==> src/rtl/uart_tx.sv <==
`default_nettype none
// ============================================================================
// Module      : uart_tx
// Description : Serial transmitter. Sends one frame per accepted word, one
//               bit per clock: a start bit (0), IN_width data bits LSB first,
//               an optional parity bit and a stop bit (1). The word and its
//               parity configuration are captured when the word is accepted,
//               so later input changes cannot disturb a frame already on the
//               line.
// Ports       :
//   CLK        in   1         rising-edge clock
//   RST        in   1         synchronous reset, active low
//   P_DATA     in   IN_width  word to send; captured on acceptance
//   DATA_VALID in   1         request; accepted only while idle
//   PAR_EN     in   1         1 = add a parity bit; captured on acceptance
//   PAR_TYP    in   1         1 = odd parity, 0 = even; captured on acceptance
//   TX_OUT     out  1         serial line, registered, idles high
//   busy       out  1         registered, high while a frame is on the line
// Revision    : 1.0 - initial release
// ============================================================================
module uart_tx #(
  parameter int IN_width = 8
) (
  input  logic                CLK,
  input  logic                RST,
  input  logic [IN_width-1:0] P_DATA,
  input  logic                DATA_VALID,
  input  logic                PAR_EN,
  input  logic                PAR_TYP,
  output logic                TX_OUT,
  output logic                busy
);

  // Width of the bit counter that walks the data bits.
  localparam int c_cnt_w = (IN_width > 1) ? $clog2(IN_width) : 1;
  localparam logic [c_cnt_w-1:0] c_last_bit = c_cnt_w'(IN_width - 1);

  typedef enum logic [2:0] {
    ST_IDLE   = 3'd0,
    ST_START  = 3'd1,
    ST_DATA   = 3'd2,
    ST_PARITY = 3'd3,
    ST_STOP   = 3'd4
  } state_t;

  state_t              state_q,   state_d;
  logic [c_cnt_w-1:0]  cnt_q,     cnt_d;
  logic [IN_width-1:0] data_q,    data_d;
  logic                par_en_q,  par_en_d;
  logic                par_typ_q, par_typ_d;
  logic                tx_q,      tx_d;
  logic                busy_q,    busy_d;

  logic [c_cnt_w-1:0]  w_cnt_nxt;
  logic                w_parity;

  assign w_cnt_nxt = cnt_q + 1'b1;

  // Even parity is the XOR of the data bits; odd parity is its complement.
  assign w_parity = par_typ_q ? ~(^data_q) : (^data_q);

  // --------------------------------------------------------------------------
  // Next-state logic. The line and busy flops are loaded with the value that
  // belongs to the state being entered, so each bit appears on TX_OUT in the
  // cycle right after the edge that selects it and both outputs come straight
  // from flops.
  // --------------------------------------------------------------------------
  always_comb begin
    state_d   = state_q;
    cnt_d     = cnt_q;
    data_d    = data_q;
    par_en_d  = par_en_q;
    par_typ_d = par_typ_q;
    tx_d      = 1'b1;
    busy_d    = 1'b1;

    unique case (state_q)
      ST_IDLE: begin
        busy_d = 1'b0;
        if (DATA_VALID) begin
          state_d   = ST_START;
          data_d    = P_DATA;
          par_en_d  = PAR_EN;
          par_typ_d = PAR_TYP;
          tx_d      = 1'b0;
          busy_d    = 1'b1;
        end
      end

      ST_START: begin
        state_d = ST_DATA;
        cnt_d   = '0;
        tx_d    = data_q[0];
      end

      ST_DATA: begin
        if (cnt_q == c_last_bit) begin
          cnt_d = '0;
          if (par_en_q) begin
            state_d = ST_PARITY;
            tx_d    = w_parity;
          end else begin
            state_d = ST_STOP;
            tx_d    = 1'b1;
          end
        end else begin
          cnt_d = w_cnt_nxt;
          tx_d  = data_q[w_cnt_nxt];
        end
      end

      ST_PARITY: begin
        state_d = ST_STOP;
        tx_d    = 1'b1;
      end

      ST_STOP: begin
        // Returning to idle drops busy for at least one cycle, which
        // guarantees a gap before the next start bit even when DATA_VALID
        // is held high.
        state_d = ST_IDLE;
        tx_d    = 1'b1;
        busy_d  = 1'b0;
      end

      default: begin
        state_d = ST_IDLE;
        busy_d  = 1'b0;
      end
    endcase
  end

  // --------------------------------------------------------------------------
  // State register. Reset wins over everything and aborts a frame mid-flight.
  // --------------------------------------------------------------------------
  always_ff @(posedge CLK) begin
    if (!RST) begin
      state_q   <= ST_IDLE;
      cnt_q     <= '0;
      data_q    <= '0;
      par_en_q  <= 1'b0;
      par_typ_q <= 1'b0;
      tx_q      <= 1'b1;
      busy_q    <= 1'b0;
    end else begin
      state_q   <= state_d;
      cnt_q     <= cnt_d;
      data_q    <= data_d;
      par_en_q  <= par_en_d;
      par_typ_q <= par_typ_d;
      tx_q      <= tx_d;
      busy_q    <= busy_d;
    end
  end

  assign TX_OUT = tx_q;
  assign busy   = busy_q;

endmodule
`default_nettype wire

==> config.mk <==
export PLATFORM = sky130hd
export DESIGN_NAME = uart_tx
export DESIGN_NICKNAME = d
export VERILOG_FILES = /design/src/rtl/uart_tx.sv
export SDC_FILE = /design/constraint.sdc
export NUM_CORES = 1
export LEC_CHECK = 0
export ABC_AREA = 1
export BUFFER_PORTS_ARGS = -buffer_cell sky130_fd_sc_hd__buf_4
export CAP_MARGIN = 10
export CELL_PAD_IN_SITES_DETAIL_PLACEMENT = 1
export CELL_PAD_IN_SITES_GLOBAL_PLACEMENT = 2
export CORE_AREA = 2 2 59 67
export DETAILED_ROUTE_END_ITERATION = 7
export DIE_AREA = 0 0 61 69
export PLACE_DENSITY = 0.81
export SETUP_SLACK_MARGIN = 0.2
export SYNTH_ARGS = -nofsm -noshare
export SYNTH_HDL_FRONTEND = slang
export SYNTH_SLANG_ARGS = --single-unit
==> constraint.sdc <==
create_clock -name CLK -period 1.6 [get_ports CLK]
set_input_delay 0.32 -clock CLK [delete_from_list [all_inputs] [get_ports CLK]]
set_output_delay 0.32 -clock CLK [all_outputs]
set_load 0.01 [all_outputs]
==> results.md, run 1 <==
* CTS clk-pin slew, worst paths at 70 ps
* Hold path endpoint: data_q[5]$_SDFFE_PN0P_
* Clock Skew at 2.52 ps
* DR WL/cell at 12.3 um
* DR DRC count at 0
* Crit Path Max Fanout at 3
* IO Count at 15
* Port Buffer Count at 14
* Core area at 3540 um^2
* Count of cell types in the netlist at 18
* Pleak at 0.596 nW
* Final Hold Viols at 0
* Synthesized area at 982 um^2
* Reg area at 363 um^2
* Clock Path Buffers at 2
* Total of fill cells in the finished design at 466
* DRT Wirelength at 2.70 mm
* Peak supply drop at 0.000661 V
* Worst skew pair latency at 260 ps
* First-pass DRT Iterations at 3
* Global-route wire length before repair at 4.72 mm
* R2R Setup Slk at 90 ps
* Worst EP required at 1750 ps
* Unrepaired setup endpoints after global routing: true
* Post-CTS Hold Buffers at 0
* CP Data Arrival Time at 1660 ps
* Launching point of the worst reg2reg path: cnt_q[1]$_SDFFE_PN0P_
* EDFF count, synth at 0
* Actual slew at the worst max-slew pin at 292 ps
* H-tree depth at 1
* Post-synthesis mux area share at 0%
* 1st-iter DRT viols at 16
* DIE WIDTH at 61 um
* Clock sinks at 18
* Area of the multi-input gates at 566 um^2
* Compound-Gate Fraction of Synth Area at 16.6%
* Pwr Density at 1600 nW/um^2
* Worst rel slew slack at 80.4%
* ANT nets after route at 0
* Antenna violations before repair at 0
* Post-Synth XOR/XNOR Area at 1.78%
* Post-synth top area cell: dfxtp_1
* Count leader, synth: nand2_1
* Largest family of logic cells by synthesized area: simple AND/OR/NAND/NOR gates
* Post-detail-place hpwl at 2.11 mm
* Vias in the first global route at 1102
* Adder-Cell Fraction of Synth Area at 2.55%
* Max-slew violation count at 0
* Post-Syn Area per Cell at 6.50 um^2
* # setup viols final at 0
* Setup TNS at 0 ps
* Top-area cell type share of the netlist area at 36.7%
* Synth async-reset ratio at 0%
* GP Congestion at 0.786
* GRT Overall Usage at 14.9%
* R2R depth at 11
* Synth-to-Final Area Change at 28.9%
* CTS tree: done
* Synth top area cells: dfxtp_1 37%, nand2_1 18%, a21oi_1 9.2%, inv_1 9.2%, o21ai_0 6.6%
* Via density at 4.60
* Syn_nets at 166
* Clk Tree Root Cell: clkbuf_8
* Remaining Overflow, GRT at 0
* CP Launch Type: flop
* FF+latch count, synth at 18
* Number of max-cap violations at 0
* Largest net degree at the start of global routing at 19
* Simple-gate portion of the synthesized area at 31.1%
* Critical path class: flop to flop
* Status: completed
* Worst Hold Class: input pin to flop
* Cells after Synth at 151
* Layout cells sized above 1 at 21.9%
* CP endpoint kind: flop
* Initial cell density of the core at 27.7%
* List of most frequent post-synthesis cells: 46 x nand2_1, 24 x inv_1, 18 x a21oi_1, 18 x dfxtp_1, 13 x o21ai_0
* Worst r2r dst: TX_OUT$_SDFF_PN1_
* Max Freq at 662 MHz
* Die footprint at 4210 um^2
* Tmin final at 1510 ps
* Row cnt at 23
* Worst hold slack at 340 ps
* Fin crit share at 94.3%
* N_diodes at 0
* Inserted Clock Buffers at 3
* Post-layout nets at 185
* Via Count at 1008
* Hold Path Depth at 3
* HP Start: P_DATA[5]
* Top_reg_cell synth: dfxtp_1
* YS warnings at 0
* Sequential area share after synthesis at 36.7%
* Die Ht at 69 um
-- sequential cells by signal (all words and copies together), names as in the netlist --
register   flops
cnt_q          3
data_q         8
TX_OUT         1
par_en_q       1
par_typ_q      1
busy           1
state_q        3
-- worst max-delay path, stage by stage, from the launching register on --
cell	delay, ps
dfxtp_2	340
ha_4	160
ha_4	280
inv_4	40
a21oi_2	110
o21ai_2	80
nand3_2	90
nand3_2	80
nand2_1	70
inv_1	50
nand2_2	60
nand2_2	40
-- through the flow --
| step | utilization [%] | setup slack (ps) | area [um^2] | power, mW | instances |
|---|---|---|---|---|---|
| floorplan | - | 208 | 985 | 1.37 | 151 |
| detailed placement | 32.2 | -21.8 | 1140 | 1.61 | 213 |
| global placement | 32.2 | 132 | 1140 | 1.57 | 213 |
| finish | 35.8 | 90.6 | 1270 | 2.02 | 219 |
| CTS | 35.2 | 119 | 1250 | 2.04 | 219 |
| global route | 35.8 | -30.0 | 1270 | 2.25 | 219 |
-- how the worst max path moves through the flow --
| stage | startpoint | to | cells past startpoint |
|---|---|---|---|
| final | cnt_q[1]$_SDFFE_PN0P_ | TX_OUT$_SDFF_PN1_ | 11 |
| after global routing | cnt_q[0]$_SDFFE_PN0P_ | TX_OUT$_SDFF_PN1_ | 11 |
| after CTS | cnt_q[1]$_SDFFE_PN0P_ | TX_OUT$_SDFF_PN1_ | 11 |
| after detailed placement | cnt_q[0]$_SDFFE_PN0P_ | TX_OUT$_SDFF_PN1_ | 10 |
| after global placement | cnt_q[0]$_SDFFE_PN0P_ | TX_OUT$_SDFF_PN1_ | 11 |
| after floorplan | cnt_q[0]$_SDFFE_PN0P_ | TX_OUT$_SDFF_PN1_ | 11 |
-- cells in the final DEF, fill, tap and decap left out, drive strengths merged --
cell type,count
a211oi,1
a21oi,18
buf,17
clkbuf,4
dfxtp,18
ha,2
inv,24
nand2,47
nand3,10
nand3b,1
nor2,9
nor3,2
nor4,1
o21ai,13
xnor2,2
-- power breakdown --
part	internal [mW]	switching [mW]	total, mW
combinational	0.351	0.561	0.912
clock	0.219	0.164	0.383
sequential	0.580	0.144	0.724
-- repair_timing --
item | in CTS | in global routing
pin swaps | 5 | 4
hold endpoints to repair | 0 | 0
setup buffers | 2 | 0
resized for setup | 9 | 5
endpoints found under the setup margin | 1 | 1
-- metal layers --
layer	global-route usage [%]	vias up	wire, um
li1	-	515	-
met1	17.1	467	1120
met2	24.0	15	1380
met3	2.63	11	72
met4	10.4	0	127
met5	0	-	0
-- logic make-up (layout without fill, tap and decap cells) --
logic type	count (synthesis)	after routing
AOI/OAI and AO/OA	32	32
xor gates and xnor gates	2	2
adders and majority gates	2	2
buffers and inverters	27	45
DFF	18	18
and+or+nand+nor	70	70
-- cell type report --
type | instances | area share, %
multi-input combinational | 106 | 44.7
sequential | 18 | 28.7
timing repair buffer | 17 | 10.1
inverter | 24 | 7.31
tap | 50 | 4.94
clock buffer | 4 | 4.35
No activity file was read; power rests on OpenSTA's default activity.
==> run 2, diff against run 1 <==
--- a/config.mk
+++ b/config.mk
@@ -14,6 +14,7 @@
 export DETAILED_ROUTE_END_ITERATION = 7
 export DIE_AREA = 0 0 61 69
 export PLACE_DENSITY = 0.81
+export RECOVER_POWER = 100
 export SETUP_SLACK_MARGIN = 0.2
 export SYNTH_ARGS = -nofsm -noshare
 export SYNTH_HDL_FRONTEND = slang
==> results.md, run 2 (synthesis results as in run 1) <==
* Post-CTS Hold Buffers at 0 (unchanged)
* Worst EP required at 1750 ps (about the same)
* Core area at 3540 um^2 (unchanged)
* Worst path cell trace: ha_4 > ha_4 > inv_4 > a21oi_2 > o21ai_2 > nand3_2 > nand3_2 > nand2_1 > inv_1 > nand2_2 > nand2_2
* Peak supply drop at 0.000653 V (-1.2%)
* H-tree depth at 1 (unchanged)
* # setup viols final at 0 (unchanged)
* CP top delay family: adder cells
* Reg with most FFs: data_q
* Worst r2r dst: TX_OUT$_SDFF_PN1_
* CP endpoint kind: flop
* Total power at 2.00 mW (-0.91%)
* Setup TNS at 0 ps (unchanged)
* Largest register FFs at 8 (unchanged)
* Row cnt at 23 (unchanged)
* Clk Tree Root Cell: clkbuf_8
* Worst Hold Class: input pin to flop
* Total of fill cells in the finished design at 466 (unchanged)
* Inserted Clock Buffers at 3 (unchanged)
* Global-route wire length before repair at 4.72 mm (unchanged)
* Number of max-cap violations at 0 (unchanged)
* IO Count at 15 (unchanged)
* HP Start: P_DATA[5]
* Unrepaired setup endpoints after global routing: true
* CP max stage cell: dfxtp_2
* Largest net degree at the start of global routing at 19 (unchanged)
* Max-slew violation count at 0 (unchanged)
* Via Count at 1006 (-0.20%)
* DR WL/cell at 12.3 um (+0.19%)
* Via density at 4.59 (-0.20%)
* Vias in the first global route at 1102 (unchanged)
* CP Launch Type: flop
* GP Congestion at 0.786 (unchanged)
* 1st-iter DRT viols at 16 (unchanged)
* Clock sinks at 18 (unchanged)
* CP Data Arrival Time at 1660 ps (about the same)
* Max Freq at 662 MHz (about the same)
* Status: completed
* Worst rel slew slack at 76.2% (-4.2 points)
* Top Registers: data_q (8), cnt_q (3), state_q (3)
* Pleak at 0.590 nW (-1.2%)
* Initial cell density of the core at 27.7% (unchanged)
* Most frequent cells in the layout: 44 x nand2_1, 23 x inv_1, 16 x dfxtp_1
* Post-layout nets at 185 (unchanged)
* Hold Path Depth at 3 (unchanged)
* Die Ht at 69 um (unchanged)
* Crit Path Max Fanout at 3 (unchanged)
* Fin crit share at 94.4% (about the same)
* Post-detail-place hpwl at 2.11 mm (unchanged)
* Remaining Overflow, GRT at 0 (unchanged)
* Synth-to-Final Area Change at 27.9%
* Fin util at 35.5% (-0.28 points)
* N_diodes at 0 (unchanged)
* Worst skew pair latency at 260 ps (about the same)
* Port Buffer Count at 14 (unchanged)
* DR DRC count at 0 (unchanged)
* Antenna violations before repair at 0 (unchanged)
* Hold path endpoint: data_q[5]$_SDFFE_PN0P_
* Die footprint at 4210 um^2 (unchanged)
* ANT nets after route at 0 (unchanged)
* Final worst slack at 89.6 ps (-1.01 ps)
* CP Buf/Inv Count at 2 (unchanged)
* R2R Setup Slk at 90 ps (about the same)
* Critical path class: flop to flop
* First-pass DRT Iterations at 3 (unchanged)
* Layout cells sized above 1 at 20.1% (-1.8 points)
* Tmin final at 1510 ps (+1.01 ps)
* Pwr Density at 1590 nW/um^2 (-0.12%)
* Clock Path Buffers at 2 (unchanged)
* Clock Skew at 2.52 ps (unchanged)
* CTS tree: done
* R2R depth at 11 (unchanged)
* Actual slew at the worst max-slew pin at 356 ps (+63.3 ps)
* Final Hold Viols at 0 (unchanged)
* DIE WIDTH at 61 um (unchanged)
* DRT Wirelength at 2.70 mm (+0.19%)
* Launching point of the worst reg2reg path: cnt_q[1]$_SDFFE_PN0P_
* Pre-CTS WS at -21.8 ps (unchanged)
* Worst path max stage delay at 340 ps (about the same)
* Most common cell after layout, fill and taps aside: nand2_1
* GRT Overall Usage at 14.9% (unchanged)
* CTS clk-pin slew, worst paths at 70 ps (about the same)
[run 2: cell count changes in the layout (fill, tap and decap cells not counted)]
cell	previous run	this run
nor2_2	1	0
clkbuf_1	0	2
buf_4	17	15
nor2_1	8	9
[run 2: repair_timing]
item                                    4_1_cts  5_1_grt
gates resized for setup                       9        5
setup buffers                                 2        0
endpoints found under the setup margin        1        1
pin swaps                                     5        4
[run 2: per-layer routing]
layer	part of all wire, %	global-route usage, %	vias to the layer above
met4	4.7	10.4	0
met1	42	17.1	465
met2	51	24.0	15
met5	0	0	-
li1	-	-	515
met3	2.7	2.63	11
[run 2: through the flow]
| step | area [um^2] | hold slack, ps | std cells |
|---|---|---|---|
| CTS | 1250 | 333 | 219 |
| global route | 1260 | 331 | 219 |
| finish | 1260 | 340 | 219 |
| global placement | 1140 | 464 | 213 |
| floorplan | 985 | 443 | 151 |
| detailed placement | 1140 | 477 | 213 |
[run 2: how the worst max path moves through the flow]
stage | startpoint | end | cells after the start
after floorplan | cnt_q[0]$_SDFFE_PN0P_ | TX_OUT$_SDFF_PN1_ | 11
after global placement | cnt_q[0]$_SDFFE_PN0P_ | TX_OUT$_SDFF_PN1_ | 11
after detailed placement | cnt_q[0]$_SDFFE_PN0P_ | TX_OUT$_SDFF_PN1_ | 10
after CTS | cnt_q[1]$_SDFFE_PN0P_ | TX_OUT$_SDFF_PN1_ | 11
after global routing | cnt_q[0]$_SDFFE_PN0P_ | TX_OUT$_SDFF_PN1_ | 11
final | cnt_q[1]$_SDFFE_PN0P_ | TX_OUT$_SDFF_PN1_ | 11
[run 2: cell type report]
cell class,instances,area (um^2),share of cell area (%)
multi-input combinational,106,563,44.8
sequential,18,363,28.9
timing repair buffer,17,120,9.56
inverter,24,92.6,7.37
tap,50,62.6,4.98
clock buffer,4,55.1,4.38
[run 2: worst register-to-register path, stage by stage (launching register included)]
cell,delay [ps]
dfxtp_2,340
ha_4,160
ha_4,280
inv_4,40
a21oi_2,110
o21ai_2,80
nand3_2,90
nand3_2,80
nand2_1,70
inv_1,50
nand2_2,60
nand2_2,40
[run 2: power by group]
part	total (mW)	switching, mW	internal, mW	leakage [nW]
sequential	0.722	0.142	0.580	0.149
clock	0.383	0.164	0.219	0.0288
combinational	0.896	0.560	0.336	0.411
total	2.00	0.866	1.14	0.589
==> run 3, diff against run 2 <==
--- a/config.mk
+++ b/config.mk
@@ -5,14 +5,13 @@
 export SDC_FILE = /design/constraint.sdc
 export NUM_CORES = 1
 export LEC_CHECK = 0
-export ABC_AREA = 1
 export BUFFER_PORTS_ARGS = -buffer_cell sky130_fd_sc_hd__buf_4
 export CAP_MARGIN = 10
 export CELL_PAD_IN_SITES_DETAIL_PLACEMENT = 1
 export CELL_PAD_IN_SITES_GLOBAL_PLACEMENT = 2
-export CORE_AREA = 2 2 59 67
+export CORE_AREA = 2 2 55 63
 export DETAILED_ROUTE_END_ITERATION = 7
-export DIE_AREA = 0 0 61 69
+export DIE_AREA = 0 0 57 65
 export PLACE_DENSITY = 0.81
 export RECOVER_POWER = 100
 export SETUP_SLACK_MARGIN = 0.2
==> results.md, run 3 <==
* Worst EP required at 1790 ps (+40 ps)
* DR WL/cell at 15.1 um (+22%)
* Crit Path Max Fanout at 5 (+2)
* IO Count at 15 (unchanged)
* YS warnings at 0 (unchanged)
* Most frequent cell on the critical path: ha_4
* Count of cell types in the netlist at 33 (+15)
* Post-Syn Area per Cell at 9.32 um^2 (+43%)
* Antenna violations before repair at 0 (unchanged)
* Clock Path Buffers at 2 (unchanged)
* Fin util at 39.5% (+4.0 points)
* Number of max-cap violations at 0 (unchanged)
* Sequential area share after synthesis at 36.8% (+0.14 points)
* FF+latch count, synth at 18 (unchanged)
* Largest register FFs at 8 (unchanged)
* Failing checks: setup timing
* CP Launch Type: flop
* Compound-Gate Fraction of Synth Area at 18.3% (+1.7 points)
* EDFF count, synth at 0 (unchanged)
* Placed Area at 1190 um^2 (+4.4%)
* Tmin final at 1940 ps (+432 ps)
* Layout cells sized above 1 at 30.2% (+10 points)
* Synth async-reset ratio at 0% (unchanged)
* Clock sinks at 18 (unchanged)
* Worst path max stage delay at 460 ps (+120 ps)
* Synthesized area at 978 um^2 (-0.38%)
* Cells after Synth at 105 (-30%)
* Synth-to-Final Area Change at 26.6%
* GRT Overall Usage at 14.8% (-0.14 points)
* Setup TNS at -342 ps (-342 ps)
* Die footprint at 3710 um^2 (-12%)
* Final worst slack at -342 ps (-432 ps)
* Reg with most FFs: data_q
* Post-synthesis mux area share at 9.08% (+9.1 points)
* Worst path cell trace: ha_4 > ha_4 > mux2_4 > mux4_2 > o211ai_1 > a21oi_1
* Die Ht at 65 um (-5.8%)
* Pwr Density at 940 nW/um^2 (-41%)
* Worst rel slew slack at 69.3% (-6.9 points)
* Top Registers: data_q (8), cnt_q (3), state_q (3)
* 1st-iter DRT viols at 24 (+8)
* Peak supply drop at 0.000473 V (-28%)
* R2R Setup Slk at -340 ps (-430 ps)
* Core area at 3140 um^2 (-11%)
* Count leader, synth: nand2_1
* Global-route wire length before repair at 4.20 mm (-11%)
* Simple-gate portion of the synthesized area at 20.2% (-11 points)
* Port Buffer Count at 14 (unchanged)
* H-tree depth at 1 (unchanged)
* N_diodes at 0 (unchanged)
* ANT nets after route at 0 (unchanged)
* Initial cell density of the core at 31.2% (+3.4 points)
* CP Data Arrival Time at 2130 ps (+470 ps)
* Largest net degree at the start of global routing at 15 (-4)
* CP endpoint kind: flop
* First-pass DRT Iterations at 4 (+1)
* List of most frequent post-synthesis cells: 24 x nand2_1, 18 x dfxtp_1, 10 x a21boi_0, 8 x a21oi_1
* CTS clk-pin slew, worst paths at 110 ps (+40 ps)
* Most frequent cells in the layout: 24 x nand2_1, 18 x buf_4, 16 x dfxtp_1
* CTS tree: done
* DRT Wirelength at 2.44 mm (-9.5%)
* Synth top area cells: dfxtp_1 37%, nand2_1 9.2%, a21boi_0 7.7%, xnor3_1 4.6%, a21oi_1 4.1%
* Post-CTS Hold Buffers at 0 (unchanged)
* Top-area cell type share of the netlist area at 36.8% (+0.14 points)
* Worst Hold Class: input pin to flop
* Final Hold Viols at 0 (unchanged)
* Max-slew violation count at 0 (unchanged)
* Vias in the first global route at 893 (-19%)
* Most common cell after layout, fill and taps aside: nand2_1
* Fin crit share at 121% (+27 points)
* Critical path class: flop to flop
* Actual slew at the worst max-slew pin at 460 ps (+105 ps)
* # setup viols final at 1 (+1)
* Via Count at 830 (-17%)
* Via density at 5.12 (+12%)
* Top_reg_cell synth: dfxtp_1
* Post-synth top area cell: dfxtp_1
* Max Freq at 515 MHz (-22%)
* Adder-Cell Fraction of Synth Area at 2.56% (+0.0098 points)
* Largest family of logic cells by synthesized area: simple AND/OR/NAND/NOR gates
* Row cnt at 22 (-4.3%)
* DR DRC count at 0 (unchanged)
* Post-layout nets at 142 (-23%)
* CP max stage cell: mux4_2
* DIE WIDTH at 57 um (-6.6%)
* Inserted Clock Buffers at 3 (unchanged)
* Cell area after layout at 1240 um^2 (-1.4%)
* Post-detail-place hpwl at 1.91 mm (-9.3%)
* Worst skew pair latency at 290 ps (+30 ps)
* Status: complete, but fails checks
* Remaining Overflow, GRT at 0 (unchanged)
* Post-Synth XOR/XNOR Area at 9.72% (+7.9 points)
* Clk Tree Root Cell: clkbuf_4
* Pleak at 0.485 nW (-18%)
* GP Congestion at 0.652 (-17%)
* Syn_nets at 120 (-28%)
* Unrepaired setup endpoints after global routing: true
* Clock Skew at 3.59 ps (+1.07 ps)
==> run 3: cell types whose count changed in the layout (fill, tap and decap cells not counted), moves of 7 or more <==
cell | before | now
a21boi_0 | 0 | 10
a21oi_1 | 15 | 8
nor2_1 | 9 | 2
nand2_1 | 44 | 24
inv_1 | 23 | 1
nand3_1 | 8 | 0
o21ai_0 | 10 | 0
==> run 3: metrics by stage <==
stage,std cells,power [mW],setup WS (ps),hold WS (ps)
floorplan,105,0.803,-300,457
global placement,157,0.903,-311,486
detailed placement,157,0.923,-363,495
CTS,161,1.18,-369,269
global route,162,1.25,-410,274
finish,162,1.16,-342,278
==> run 3: where the power goes <==
part	total, mW	switching, mW	internal, mW	leakage, nW
combinational	0.377	0.176	0.202	0.321
sequential	0.545	0.0474	0.498	0.149
clock	0.242	0.145	0.0970	0.0150
total	1.16	0.368	0.796	0.485
==> run 3: cell families after synthesis <==
family	count (synthesis)
compound gates	25
flops	18
buf+inv	6
fa+ha+maj	2
xor+xnor	6
simple gates	41
mux	7
==> run 3: worst max-delay path: cells and delay by family (launching register included) <==
family                     cells  cell delay (ps)
AOI/OAI and AO/OA              2              250
adders and majority gates      2              470
DFF                            1              370
muxes                          2              760
==> run 3: final timing paths <==
check,from,to,cells after the start
max,cnt_q[0]$_SDFFE_PN0P_,TX_OUT$_SDFF_PN1_,6
max reg2reg,cnt_q[0]$_SDFFE_PN0P_,TX_OUT$_SDFF_PN1_,6
min reg2reg,par_en_q$_SDFFE_PN0P_,par_en_q$_SDFFE_PN0P_,2
min,P_DATA[5],data_q[5]$_SDFFE_PN0P_,3
==> run 3: repair_timing <==
item                       CTS  global route
resized for setup            5             4
cloned                       0             0
pin swaps                    2             1
setup buffers                0             1
setup endpoints to repair   12            14
==> run 3: final cells by class <==
type / count / area (um^2)
inverters: 2 / 11.3
flip-flops and latches: 18 / 365
clock buffers: 4 / 26.3
fillers: 370 / 1900
multi-input cells: 81 / 644
well taps: 36 / 45.0
repair buffers: 21 / 146
==> run 3: layer usage <==
layer | up-vias | global-route usage [%] | part of all wire (%) | wire length [um]
met5 | - | 0 | 0 | 0
met2 | 12 | 27.4 | 54 | 1330
met1 | 403 | 16.2 | 41 | 1000
li1 | 410 | - | - | -
met4 | 0 | 6.10 | 1.7 | 42
met3 | 5 | 2.59 | 2.9 | 70
